[config.mk]
export PLATFORM = sky130hd
export DESIGN_NAME = button_conditioner
export DESIGN_NICKNAME = d
export VERILOG_FILES = /design/src/rtl/button_conditioner.sv
export SDC_FILE = /design/constraint.sdc
export NUM_CORES = 1
export LEC_CHECK = 0
export BUFFER_PORTS_ARGS = -buffer_cell sky130_fd_sc_hd__buf_4
export CAP_MARGIN = 20
export CORE_UTILIZATION = 55
export CTS_BUF_LIST = sky130_fd_sc_hd__clkbuf_4
export DETAILED_ROUTE_END_ITERATION = 10
export PLACE_DENSITY = 0.71
export SYNTH_ARGS = -nofsm -noshare
export SYNTH_HDL_FRONTEND = slang
export SYNTH_SLANG_ARGS = --single-unit
[constraint.sdc]
create_clock -name CLOCK -period 4.4 [get_ports CLOCK]
set_input_delay 0.66 -clock CLOCK [delete_from_list [all_inputs] [get_ports CLOCK]]
set_output_delay 0.66 -clock CLOCK [all_outputs]
set_load 0.01 [all_outputs]
[src/rtl/button_conditioner.sv]
// Two-button front end: synchronise, debounce, then emit one-cycle
// UP/DOWN strobes with hold-to-repeat and conflict suppression.
module button_conditioner #(
   parameter int DEBOUNCE_CYCLES = 1250000,
   parameter int REPEAT_DELAY    = 62500000,
   parameter int REPEAT_PERIOD   = 12500000,
   parameter int CNT_W           = 27
) (
   input  logic CLOCK,
   input  logic RESET,
   input  logic BTN0,
   input  logic BTN1,
   output logic UP_PULSE,
   output logic DOWN_PULSE,
   output logic BTN0_LEVEL,
   output logic BTN1_LEVEL
);

   localparam logic [1:0] ST_IDLE   = 2'd0;
   localparam logic [1:0] ST_WAIT   = 2'd1;
   localparam logic [1:0] ST_REPEAT = 2'd2;

   localparam logic [CNT_W-1:0] DB_LAST =
      CNT_W'(DEBOUNCE_CYCLES - 1);
   localparam logic [CNT_W-1:0] RD_LOAD =
      CNT_W'(REPEAT_DELAY - 1);
   localparam logic [CNT_W-1:0] RP_LOAD =
      CNT_W'(REPEAT_PERIOD - 1);

   logic [1:0]       w_raw;
   logic [1:0]       r_s1;
   logic [1:0]       r_s2;
   logic [1:0]       r_db;
   logic [1:0]       w_db_nxt;
   logic [1:0]       w_fire;
   logic [CNT_W-1:0] r_db_cnt [2];
   logic [1:0]       r_st     [2];
   logic [CNT_W-1:0] r_tmr    [2];
   logic             r_up;
   logic             r_dn;

   assign w_raw = {BTN1, BTN0};

   always_comb begin
      w_db_nxt = r_db;
      w_fire   = '0;
      for (int i = 0; i < 2; i++) begin
         if ((r_s2[i] != r_db[i]) && (r_db_cnt[i] >= DB_LAST))
            w_db_nxt[i] = ~r_db[i];
         unique case (r_st[i])
            ST_IDLE:
               w_fire[i] = r_db[i];
            ST_WAIT, ST_REPEAT:
               w_fire[i] = r_db[i] && (r_tmr[i] == '0);
            default:
               w_fire[i] = 1'b0;
         endcase
      end
   end

   always_ff @(posedge CLOCK or negedge RESET) begin
      if (!RESET) begin
         r_s1 <= '0;
         r_s2 <= '0;
         r_db <= '0;
         for (int i = 0; i < 2; i++)
            r_db_cnt[i] <= '0;
      end else begin
         r_s1 <= w_raw;
         r_s2 <= r_s1;
         r_db <= w_db_nxt;
         for (int i = 0; i < 2; i++) begin
            if (r_s2[i] == r_db[i])
               r_db_cnt[i] <= '0;
            else if (r_db_cnt[i] >= DB_LAST)
               r_db_cnt[i] <= '0;
            else
               r_db_cnt[i] <= r_db_cnt[i] + 1'b1;
         end
      end
   end

   // Timers only count down from a nonzero value, so they never wrap.
   always_ff @(posedge CLOCK or negedge RESET) begin
      if (!RESET) begin
         r_up <= 1'b0;
         r_dn <= 1'b0;
         for (int i = 0; i < 2; i++) begin
            r_st[i]  <= ST_IDLE;
            r_tmr[i] <= '0;
         end
      end else begin
         for (int i = 0; i < 2; i++) begin
            unique case (r_st[i])
               ST_IDLE: begin
                  if (r_db[i]) begin
                     r_st[i]  <= ST_WAIT;
                     r_tmr[i] <= RD_LOAD;
                  end
               end
               ST_WAIT, ST_REPEAT: begin
                  if (!r_db[i]) begin
                     r_st[i]  <= ST_IDLE;
                     r_tmr[i] <= '0;
                  end else if (r_tmr[i] == '0) begin
                     r_st[i]  <= ST_REPEAT;
                     r_tmr[i] <= RP_LOAD;
                  end else begin
                     r_tmr[i] <= r_tmr[i] - 1'b1;
                  end
               end
               default: begin
                  r_st[i]  <= ST_IDLE;
                  r_tmr[i] <= '0;
               end
            endcase
         end
         // A strobe shows only while its own level is 1 and the other is 0.
         r_up <= w_fire[0] & w_db_nxt[0] & ~w_db_nxt[1];
         r_dn <= w_fire[1] & w_db_nxt[1] & ~w_db_nxt[0];
      end
   end

   assign UP_PULSE   = r_up;
   assign DOWN_PULSE = r_dn;
   assign BTN0_LEVEL = r_db[0];
   assign BTN1_LEVEL = r_db[1];

endmodule

Word-level counts from Yosys, hierarchy flattened
Cells that the tools add are included.

storage, ports and cells
  bits in registers = 120
  bits of input ports = 4
  output and inout port bits = 4
  word-level logic and storage cells = 73

operators by class
  $add $sub $neg = 4
  $lt $le $gt $ge = 2
  equal/unequal tests = 12
  muxes and demuxes = 24
  bitwise logic cells = 8
  reductions and logical operators = 12

operators with widths
  operator                                                                  count
  27-bit 2-to-1 mux                                                         10
  27-bit one-hot mux with 2 select lines                                    2
  27-bit by 1-bit adder with 27-bit output (second input constant)          2
  27-bit by 21-bit >= comparator with 1-bit output (second input constant)  2
  27-bit zero test                                                          2
  27-bit by 1-bit subtractor with 27-bit output (second input constant)     2
  2-bit 2-to-1 mux                                                          6
  2-bit one-hot mux with 2 select lines                                     2
  3-bit inequality test (second input constant)                             2
  1-bit bitwise AND                                                         4
  2-bit by 1-bit equality test with 1-bit output (second input constant)    2
  2-bit equality test (second input constant)                               2
  1-bit logical AND                                                         4
  2-bit zero test                                                           2
  2-bit inequality test (second input constant)                             2
  1-bit NOT                                                                 4
  1-bit one-hot mux with 2 select lines                                     2
  2-bit AND reduction                                                       2
  2-bit OR reduction                                                        2
  1-bit equality test                                                       2
  1-bit 2-to-1 mux                                                          2
  1-bit inequality test                                                     2

Logic depth before layout (Yosys ltp)
Gate-level depths: netlist (run 1).

  word-level depth = 5
  gate-level depth with buffers = 10
  depth with buffers taken out = 8

Worst setup path after synthesis (run 1)
No wires, ideal clock.

  kind = flip-flop to flip-flop
  start = register r_tmr[21] in the netlist's numbering
  end = register r_tmr[8] in the netlist's numbering
  setup time = 138 ps
  arrival = 1,990 ps
  data required time = 4,262 ps
  path slack = 2,272 ps
  stages on the path, launching flop included = 8
  path buffers = 1
  clock period less this slack = 2,128 ps
  cell sequence = dfrtp_1 or4_4 or3_4 nor3_4 nor2_2 buf_6 a31oi_1 a31oi_1

between the ends
  longest elaborated chain between the ends = 4

ends and longest elaborated chain
  what                                    line  source
  from (decl)                             38    logic [CNT_W-1:0] r_tmr [2];
  from (signal, indexed assignment)       109   r_tmr[i] <= r_tmr[i] - 1'b1;
  27-bit zero test                        105   end else if (r_tmr[i] == '0) begin
  27-bit 2-to-1 mux                       105
  27-bit 2-to-1 mux                       102   if (!r_db[i]) begin
  27-bit one-hot mux with 2 select lines  94    unique case (r_st[i])

Every way passes these cells.
A chain may end at the register's enable or synchronous reset.

Final worst setup path (run 1)
  start = register r_tmr[27] in the netlist's numbering
  end = register r_tmr[35] in the netlist's numbering

between the ends
  longest elaborated chain between the ends = 4
  elaborated cells on any way between the ends = 5
  classes of those cells = add/sub (1); mux (3); reduce/logical (1)

ends and longest elaborated chain
  what                                                                               line
  27-bit by 1-bit subtractor with 27-bit output or 27-bit zero test (tied branches)  109, 105
  27-bit 2-to-1 mux *                                                                105
  27-bit 2-to-1 mux *                                                                102
  27-bit one-hot mux with 2 select lines *                                           94

Every way passes the cells marked *; elsewhere a longest branch is shown, timed or not.

==> impl_metrics.toml, run 1 <==
[timing]
relSlewSlack = 0.337
layout_min_cycle_time_ns = 2.72
slew_viol_final = 0
fin_skew_ns = 0.0166
worst_pin_slew_ns = 0.987
rsz0062_at_grt = "no"
finalSetupViolCount = 0
setup_tns_ns = 0
max_freq_mhz = 368
hold_viol = 0
post-route-period-util = 0.618

[cells_and_area]
nets = 721
antenna_cells = 0
fillers = 991
final_common_cell = "dfrtp_1"
syn_to_final_growth_pct = 6.99
layout_common_cells = "dfrtp_1, nor2_1, o21ai_0"
final_layout_size_suffix_gt1_frac = 0.0738
final_cell_area_um2 = 6650

[cts]
cts_buffers = 17
cts_setup_buffers = 0
clkTransAtPathRegs_ns = 0.11
htreeDepth = 4
cts_tree = "done"
cts_buffer_depth = 2
ctsRootBufferMaster = "clkbuf_4"
clock_sinks = 120
cts_resized = 0
clock_latency_ns = 0.53
cts_hold_buffers = 0

[logic_synthesis]
synth_seq_cells = 120
synth_cells = 690
synth-compound-area-share = 0.167
avgSynthCellArea_um2 = 9.01
netlist_area_um2 = 6210
synth_ff_type = "dfrtp_1"
synth_xor_area_frac = 0.0550
yosys_warnings = 0
synth_edf_count = 0
synthSimpleGateAreaFrac = 0.239
yosys.area_share.adder = 0.0201
synthArstFlopShare = 1.00
synth_seq_area_share = 0.483
ys_types = 58
synthMuxAreaShare = 0.00503
synth_top_family_by_area = "simple AND/OR/NAND/NOR gates"

[detailed_routing]
drt_wl_total_mm = 13.1
wl_per_cell_um = 15.3
vias = 5123
drt-initial-drc-count = 508
drc = 0
firstDrtPassIters = 9
drtAntennaViolNets = 0
vias_per_cell = 5.97

[worst_setup_path]
cp_max_fo = 16
crit_type = "register to register"
worstSetupStartpointType = "register"
crit_required_ns = 4.82
crit_arrival_ns = 3.14
end_kind = "register"

[power_and_ir_drop]
p_per_area_nw_per_um2 = 477
peakVddDrop_v = 0.000344
p_leak_nw = 2.81

[die]
die-width_um = 108
die_area_um2 = 11700
core_um2 = 10900
io_pins = 8
start_util = 0.568
num_rows = 38
die-height_um = 108

[placed_design]
dp_hpwl_mm = 8.99
port_buffers = 7
gp_congestion = 0.968
post_dp_cell_area_um2 = 6400

[grt]
antenna_found_initial = 0
grt_max_degree = 48
grt_pass1_wl_mm = 21.9
grt_overflow = 0
grt_pass1_vias = 4805
grt_use_total = 0.239

[min_path]
hold_class = "input pin to async pin"

[flow_run]
drv_cap = 0

[run_status]
outcome = "finished, final reports clean"
## where the power goes
group	switching (mW)	leakage (nW)	internal (mW)
Combinational	0.628	1.12	0.338
Sequential	0.187	1.55	1.29
Clock	0.397	0.146	0.327
## routing by layer
layer | vias up | share of wire | wire (um) | global-route usage
li1 | 2477 | - | - | -
met1 | 2465 | 0.46 | 5990 | 0.318
met2 | 161 | 0.47 | 6140 | 0.383
met3 | 20 | 0.061 | 802 | 0.0639
met4 | 0 | 0.014 | 183 | 0.0772
met5 | - | 0 | 0 | 0
## layout make-up
type / instances / area, um2 / share of cell area
Clock inverter: 12 / 111 / 0.0168
Clock buffer: 18 / 135 / 0.0203
Sequential cell: 120 / 3000 / 0.452
Timing Repair Buffer: 10 / 75.1 / 0.0113
Multi-Input combinational cell: 536 / 3070 / 0.461
Tap cell: 140 / 175 / 0.0264
Inverter: 22 / 82.6 / 0.0124
## worst max-delay path, cell delays in order (launching register included)
cell,delay (ns)
dfrtp_1,0.40
inv_1,0.10
ha_1,0.15
nor4b_1,0.51
nand4_1,0.16
o21ai_1,0.81
o21ai_0,0.22
a22o_1,0.27
## sequential cells by signal, summed over array words and instances (netlist names)
register    cells
r_db_cnt       54
r_tmr          54
r_s1            2
UP_PULSE        1
r_db            2
DOWN_PULSE      1
r_s2            2
r_st            4
## synthesized netlist by cell type, drive strengths merged (3+ instances only)
library cell,n,area share
dfrtp,120,0.48
nor2,100,0.061
o21ai,83,0.067
nand2,55,0.033
a21oi,38,0.031
nor3,35,0.031
nand3,25,0.020
xor2,23,0.032
inv,22,0.013
a31oi,19,0.019
clkbuf,18,0.011
nand4,18,0.019
xnor2,16,0.023
nand2b,13,0.013
nor4,11,0.014
ha,10,0.020
and3,8,0.0081
nor2b,8,0.0081
a22o,7,0.010
a21o,6,0.0075
or3,6,0.0068
buf,5,0.0058
o31ai,5,0.0083
or4,5,0.0066
a211o,4,0.0056
nor4b,4,0.0081
and2,3,0.0030
and4,3,0.0042
o211ai,3,0.0036
o311ai,3,0.0042
## per-stage QoR
| step | worst slack, ns | power (mW) | util | hold WS, ns | std cells |
|---|---|---|---|---|---|
| after floorplan | 2.27 | 2.19 | - | 0.331 | 701 |
| after global placement | 1.87 | 2.41 | 0.585 | 0.343 | 828 |
| after detailed placement | 1.77 | 2.45 | 0.585 | 0.337 | 828 |
| after CTS | 1.75 | 3.17 | 0.608 | 0.129 | 858 |
| after global routing | 1.44 | 3.38 | 0.608 | 0.144 | 858 |
| final | 1.68 | 3.17 | 0.608 | 0.118 | 858 |
## cell families (layout without fill, tap and decap cells)
group | after synthesis | after routing
AOI/OAI and AO/OA | 176 | 176
xor gates and xnor gates | 39 | 39
adders and majority gates | 10 | 10
buffers and inverters | 45 | 62
DFF | 120 | 120
muxes | 3 | 3
other | 1 | 12
and+or+nand+nor | 296 | 296
## path summary, 6_finish.rpt
path / cells past startpoint / slack [ns] / end / startpoint
worst max register to register: 7 / 1.68 / r_tmr[35] / r_tmr[27]
max in group asynchronous: 2 / 3.37 / r_tmr[7] / RESET
worst max-delay path: 7 / 1.68 / r_tmr[35] / r_tmr[27]
worst min register to register: 0 / 0.36 / r_s2[0] / r_s1[0]
worst min-delay path: 1 / 0.12 / r_tmr[48] / RESET
min in group CLOCK: 1 / 0.24 / r_s1[0] / BTN0
Power figures use the tool's default switching activity.
==> run 2, diff against run 1 <==
--- a/config.mk
+++ b/config.mk
@@ -10,7 +10,7 @@
 export CORE_UTILIZATION = 55
 export CTS_BUF_LIST = sky130_fd_sc_hd__clkbuf_4
 export DETAILED_ROUTE_END_ITERATION = 10
-export PLACE_DENSITY = 0.71
+export PLACE_DENSITY = 0.74
 export SYNTH_ARGS = -nofsm -noshare
 export SYNTH_HDL_FRONTEND = slang
 export SYNTH_SLANG_ARGS = --single-unit
==> constraint.sdc (replaced) <==
create_clock -name CLOCK -period 2.3 [get_ports CLOCK]
set_input_delay 0.345 -clock CLOCK [delete_from_list [all_inputs] [get_ports CLOCK]]
set_output_delay 0.345 -clock CLOCK [all_outputs]
set_load 0.01 [all_outputs]
==> run 2 against run 1 <==
Against the previous run: worst hold slack improved by 0.24 ns; sequential cell count unchanged; largest cell class unchanged; die area unchanged; highest routed layer unchanged.
==> impl_metrics.toml, run 2 (same netlist as run 1, synthesis figures left out) <==
[placed_design]
port_buffers = 7
dpl_worst_slack_ns = 0.00683
dp_hpwl_mm = 9.62
gp_congestion = 0.930
post_dp_cell_area_um2 = 6690

[cells_and_area]
final_cell_area_um2 = 7120
final_layout_size_suffix_gt1_frac = 0.130
layout_common_cells = "dfrtp_1, nor2_1, o21ai_0"
antenna_cells = 0
final_common_cell = "dfrtp_1"
syn_to_final_growth_pct = 14.6
top_regs = "r_db_cnt x54, r_tmr x54, r_st x4"
nets = 762
fillers = 908

[worst_setup_path]
critPathMaxStageDelay_ns = 0.55
slowest_stage = "or4_4"
cp_max_fo = 8
worstPathCellList = "or4_4 > or3_4 > o31ai_4 > buf_4 > a21oi_1 > a21o_1"
crit_required_ns = 2.73
crit_type = "register to register"
end_kind = "register"
crit_arrival_ns = 2.65
worstSetupStartpointType = "register"

[timing]
rsz0062_at_grt = "no"
hold_viol = 0
layout_min_cycle_time_ns = 2.21
worst_pin_slew_ns = 0.649
finalSetupViolCount = 0
relSlewSlack = 0.567
setup_tns_ns = 0
post-route-period-util = 0.963
max_freq_mhz = 452
setup_slack_ns = 0.0855
slew_viol_final = 0
fin_skew_ns = 0.0189

[die]
io_pins = 8
start_util = 0.568
num_rows = 38
core_um2 = 10900
die_area_um2 = 11700
die-width_um = 108
die-height_um = 108

[detailed_routing]
drt_wl_total_mm = 14.2
drc = 0
wl_per_cell_um = 15.8
drtAntennaViolNets = 0
vias = 5360
vias_per_cell = 5.95
firstDrtPassIters = 5
drt-initial-drc-count = 470

[cts]
clock_latency_ns = 0.55
cts_buffer_depth = 2
clkTransAtPathRegs_ns = 0.10
cts_tree = "done"
ctsRootBufferMaster = "clkbuf_4"
htreeDepth = 4
clock_sinks = 120
cts_buffers = 17

[grt]
grt_max_degree = 121
grt_pass1_vias = 5296
grt_use_total = 0.269
grt_overflow = 0
antenna_found_initial = 0
grt_pass1_wl_mm = 24.5

[flow_run]
drv_cap = 0

[min_path]
hold_class = "register to register"

[power_and_ir_drop]
p_leak_nw = 3.06
peakVddDrop_v = 0.000831
p_per_area_nw_per_um2 = 966

[run_status]
outcome = "finished, final reports clean"
run 2: cell types whose count changed in the layout (fill, tap and decap cells not counted), moves of 2 or more:
cell / delta
dlygate4sd3_1: +3
nor3_1: -2
nor3_2: +2
buf_4: +37
clkinvlp_4: +4
bufinv_16: +4
clkinv_2: -4
run 2: layout make-up:
| class | count | area (um2) | share of cell area |
|---|---|---|---|
| multi-input cells | 536 | 3090 | 0.434 |
| well taps | 140 | 175 | 0.0246 |
| flip-flops and latches | 120 | 3000 | 0.422 |
| clock buffers | 18 | 135 | 0.0190 |
| clock inverters | 14 | 229 | 0.0322 |
| inverters | 22 | 82.6 | 0.0116 |
| repair buffers | 51 | 403 | 0.0566 |
run 2: report_power, final:
group          switching (mW)  leakage, nW  internal [mW]
clock network           0.822        0.182           1.08
logic                    1.28         1.33          0.853
registers               0.366         1.55           2.48
total                    2.47         3.06           4.41
run 2: worst paths after layout:
path / slack (ns) / from / cells past startpoint / end
min reg2reg: 0.36 / r_s1[1] / 0 / r_s2[1]
min in group asynchronous: 0.39 / RESET / 3 / r_tmr[46]
min: 0.36 / r_s1[1] / 0 / r_s2[1]
max reg2reg: 0.09 / r_tmr[23] / 6 / r_tmr[6]
max: 0.09 / r_tmr[23] / 6 / r_tmr[6]
max in group asynchronous: 1.40 / RESET / 3 / r_tmr[3]
run 2: critical path: cells and delay by family, from the launching register on:
family                 cells  cell delay (ns)
AOI/OAI and AO/OA          3             0.56
and+or+nand+nor            2             0.96
DFF                        1             0.41
buffers and inverters      1             0.19
run 2: per-layer routing:
metal,vias up,GRT usage,share of wire
met5,-,0,0
met4,0,0.0956,0.016
met3,26,0.0784,0.052
met2,148,0.445,0.49
met1,2619,0.337,0.44
li1,2567,-,-
run 2: metrics by stage:
stage	utilization	instances	power, mW	hold WS [ns]
after floorplan	-	701	4.19	0.0494
after global placement	0.612	865	4.83	0.342
after detailed placement	0.612	865	4.94	0.340
after CTS	0.648	900	6.87	0.365
after global routing	0.651	901	7.33	0.380
final	0.651	901	6.88	0.361
run 2: what timing repair did:
item,4_1_cts,5_1_grt
gates resized for setup,0,7
hold buffers,3,0
endpoints found under the setup margin,0,21
hold endpoints to repair,122,0
setup buffers,0,1
==> run 3, diff against run 2 <==
--- a/config.mk
+++ b/config.mk
@@ -11,6 +11,7 @@
 export CTS_BUF_LIST = sky130_fd_sc_hd__clkbuf_4
 export DETAILED_ROUTE_END_ITERATION = 10
 export PLACE_DENSITY = 0.74
+export SETUP_SLACK_MARGIN = 0.2
 export SYNTH_ARGS = -nofsm -noshare
 export SYNTH_HDL_FRONTEND = slang
 export SYNTH_SLANG_ARGS = --single-unit
==> run 3 against run 2 <==
Against the previous run: largest cell class unchanged; clock skew down 0.0016 ns; non-clock buffer count up 12; die area unchanged; critical path depth up 2; clock power down 12%; utilization up 3.3 points; final cell count up 1.4%; largest power group unchanged; critical endpoint is now r_tmr[19]; worst hold slack worse by 0.075 ns; count of clock-buffer cells in the layout up 1; design area up 5.1%; fmax down 2.9%.
==> impl_metrics.toml, run 3 (same netlist as run 1, synthesis figures left out) <==
[run_status]
outcome = "finished, final reports clean"

[die]
core_um2 = 10900
die_area_um2 = 11700
io_pins = 8
num_rows = 38
start_util = 0.568
die-height_um = 108
die-width_um = 108

[detailed_routing]
firstDrtPassIters = 8
wl_per_cell_um = 16.0
vias_per_cell = 6.01
drc = 0
drt-initial-drc-count = 325
drt_wl_total_mm = 14.6
vias = 5489
drtAntennaViolNets = 0

[cts]
cts_tree = "done"
cts_buffer_depth = 2
cts_buffers = 17
clock_latency_ns = 0.55
htreeDepth = 4
ctsRootBufferMaster = "clkbuf_4"
clock_sinks = 120
clkTransAtPathRegs_ns = 0.11

[placed_design]
port_buffers = 7
dp_hpwl_mm = 9.58
gp_congestion = 0.939

[worst_setup_path]
critPathMaxStageDelay_ns = 0.54
worstPathCellList = "or4_4 > or3_4 > buf_12 > nor4_4 > buf_4 > a21o_4 > a21oi_2 > o21ai_1"
slowest_stage = "or4_4"
r2r_end = "r_tmr[19]"
crit_required_ns = 2.76
cp_max_fo = 7
worstSetupStartpointType = "register"
rrSetupSlack_ns = 0.02
r2r_start = "r_tmr[21]"
crit_arrival_ns = 2.74
rr_worst_depth = 8
crit_type = "register to register"
end_kind = "register"

[grt]
grt_max_degree = 60
grt_pass1_wl_mm = 24.2
grt_pass1_vias = 5207
antenna_found_initial = 0
grt_use_total = 0.266
grt_overflow = 0

[cells_and_area]
antenna_cells = 0
nets = 775
final_common_cell = "dfrtp_1"
utilization = 0.684
layout_common_cells = "dfrtp_1, nor2_1, o21ai_0"
top_regs = "r_db_cnt x54, r_tmr x54, r_st x4"
final_layout_size_suffix_gt1_frac = 0.189
syn_to_final_growth_pct = 20.4

[timing]
slew_viol_final = 0
hold_viol = 0
post-route-period-util = 0.991
max_freq_mhz = 439
layout_min_cycle_time_ns = 2.28
relSlewSlack = 0.529
fin_skew_ns = 0.0173
finalSetupViolCount = 0
rsz0062_at_grt = "yes"
worst_pin_slew_ns = 0.703

[min_path]
hold_class = "input pin to async pin"

[power_and_ir_drop]
design_power_total_mw = 6.97
p_leak_nw = 3.18
peakVddDrop_v = 0.000846
p_per_area_nw_per_um2 = 931

[flow_run]
drv_cap = 0
[run 3: cell count changes in the layout (fill, tap and decap cells not counted), moves of 3 or more]
cell,delta
o21ai_0,-13
a21oi_1,-10
buf_6,+4
buf_12,+3
nor3_2,+3
nor3_4,+4
buf_4,+4
nor3_1,-7
a21oi_2,+9
o21ai_1,+13
[run 3: through the flow]
step	std cells	hold slack, ns	setup TNS [ns]	instance area (um2)	setup WS (ns)
after floorplan	701	0.0494	0	6260	0.204
final	914	0.286	0	7480	0.0205
after global placement	864	0.324	0	6680	0.0890
after global routing	914	0.296	-0.0695	7480	-0.0357
after detailed placement	864	0.329	0	6680	0.0484
after CTS	908	0.267	0	7180	0.0848
[run 3: worst max-delay path by stage]
stage	from	to	slack (ns)	depth (start not counted)
2_1_floorplan	r_tmr[21]	r_tmr[11]	0.20	6
3_3_place_gp	r_tmr[21]	r_tmr[24]	0.09	6
3_5_place_dp	r_tmr[21]	r_tmr[11]	0.05	6
4_1_cts	r_tmr[21]	r_tmr[11]	0.08	7
5_1_grt	r_tmr[21]	r_tmr[21]	-0.04	8
6_report	r_tmr[21]	r_tmr[19]	0.02	8
[run 3: area by class of cell]
class | instances | area (um2)
Clock inverter | 13 | 178
Timing Repair Buffer | 63 | 553
Clock buffer | 19 | 143
Tap cell | 140 | 175
Sequential cell | 120 | 3010
Inverter | 22 | 82.6
Multi-Input combinational cell | 537 | 3350
Fill cell | 861 | 3450
[run 3: power by group]
part / internal [mW] / switching, mW / total (mW)
logic: 0.989 / 1.41 / 2.40
registers: 2.48 / 0.410 / 2.89
clock network: 0.879 / 0.806 / 1.68
total: 4.34 / 2.62 / 6.97
[run 3: timing repair]
item | 4_1_cts | 5_1_grt
pin swaps | 17 | 9
setup endpoints to repair | 32 | 96
cloned | 0 | 1
hold endpoints to repair | 34 | 0
gates resized for setup | 24 | 54
setup buffers | 9 | 5
hold buffers | 3 | 0
[run 3: layer usage]
metal,global-route usage,up-vias,share of wire
met2,0.425,177,0.48
met4,0.115,0,0.021
met1,0.347,2682,0.44
met3,0.0609,33,0.056
met5,0,-,0
li1,-,2597,-
[run 3: critical path: cells and delay by family, from the launching register on]
family | cells | cell delay [ns]
flip-flops | 1 | 0.40
AND/OR/NAND/NOR | 3 | 1.09
buffers and inverters | 2 | 0.33
AO/OA/AOI/OAI | 3 | 0.37
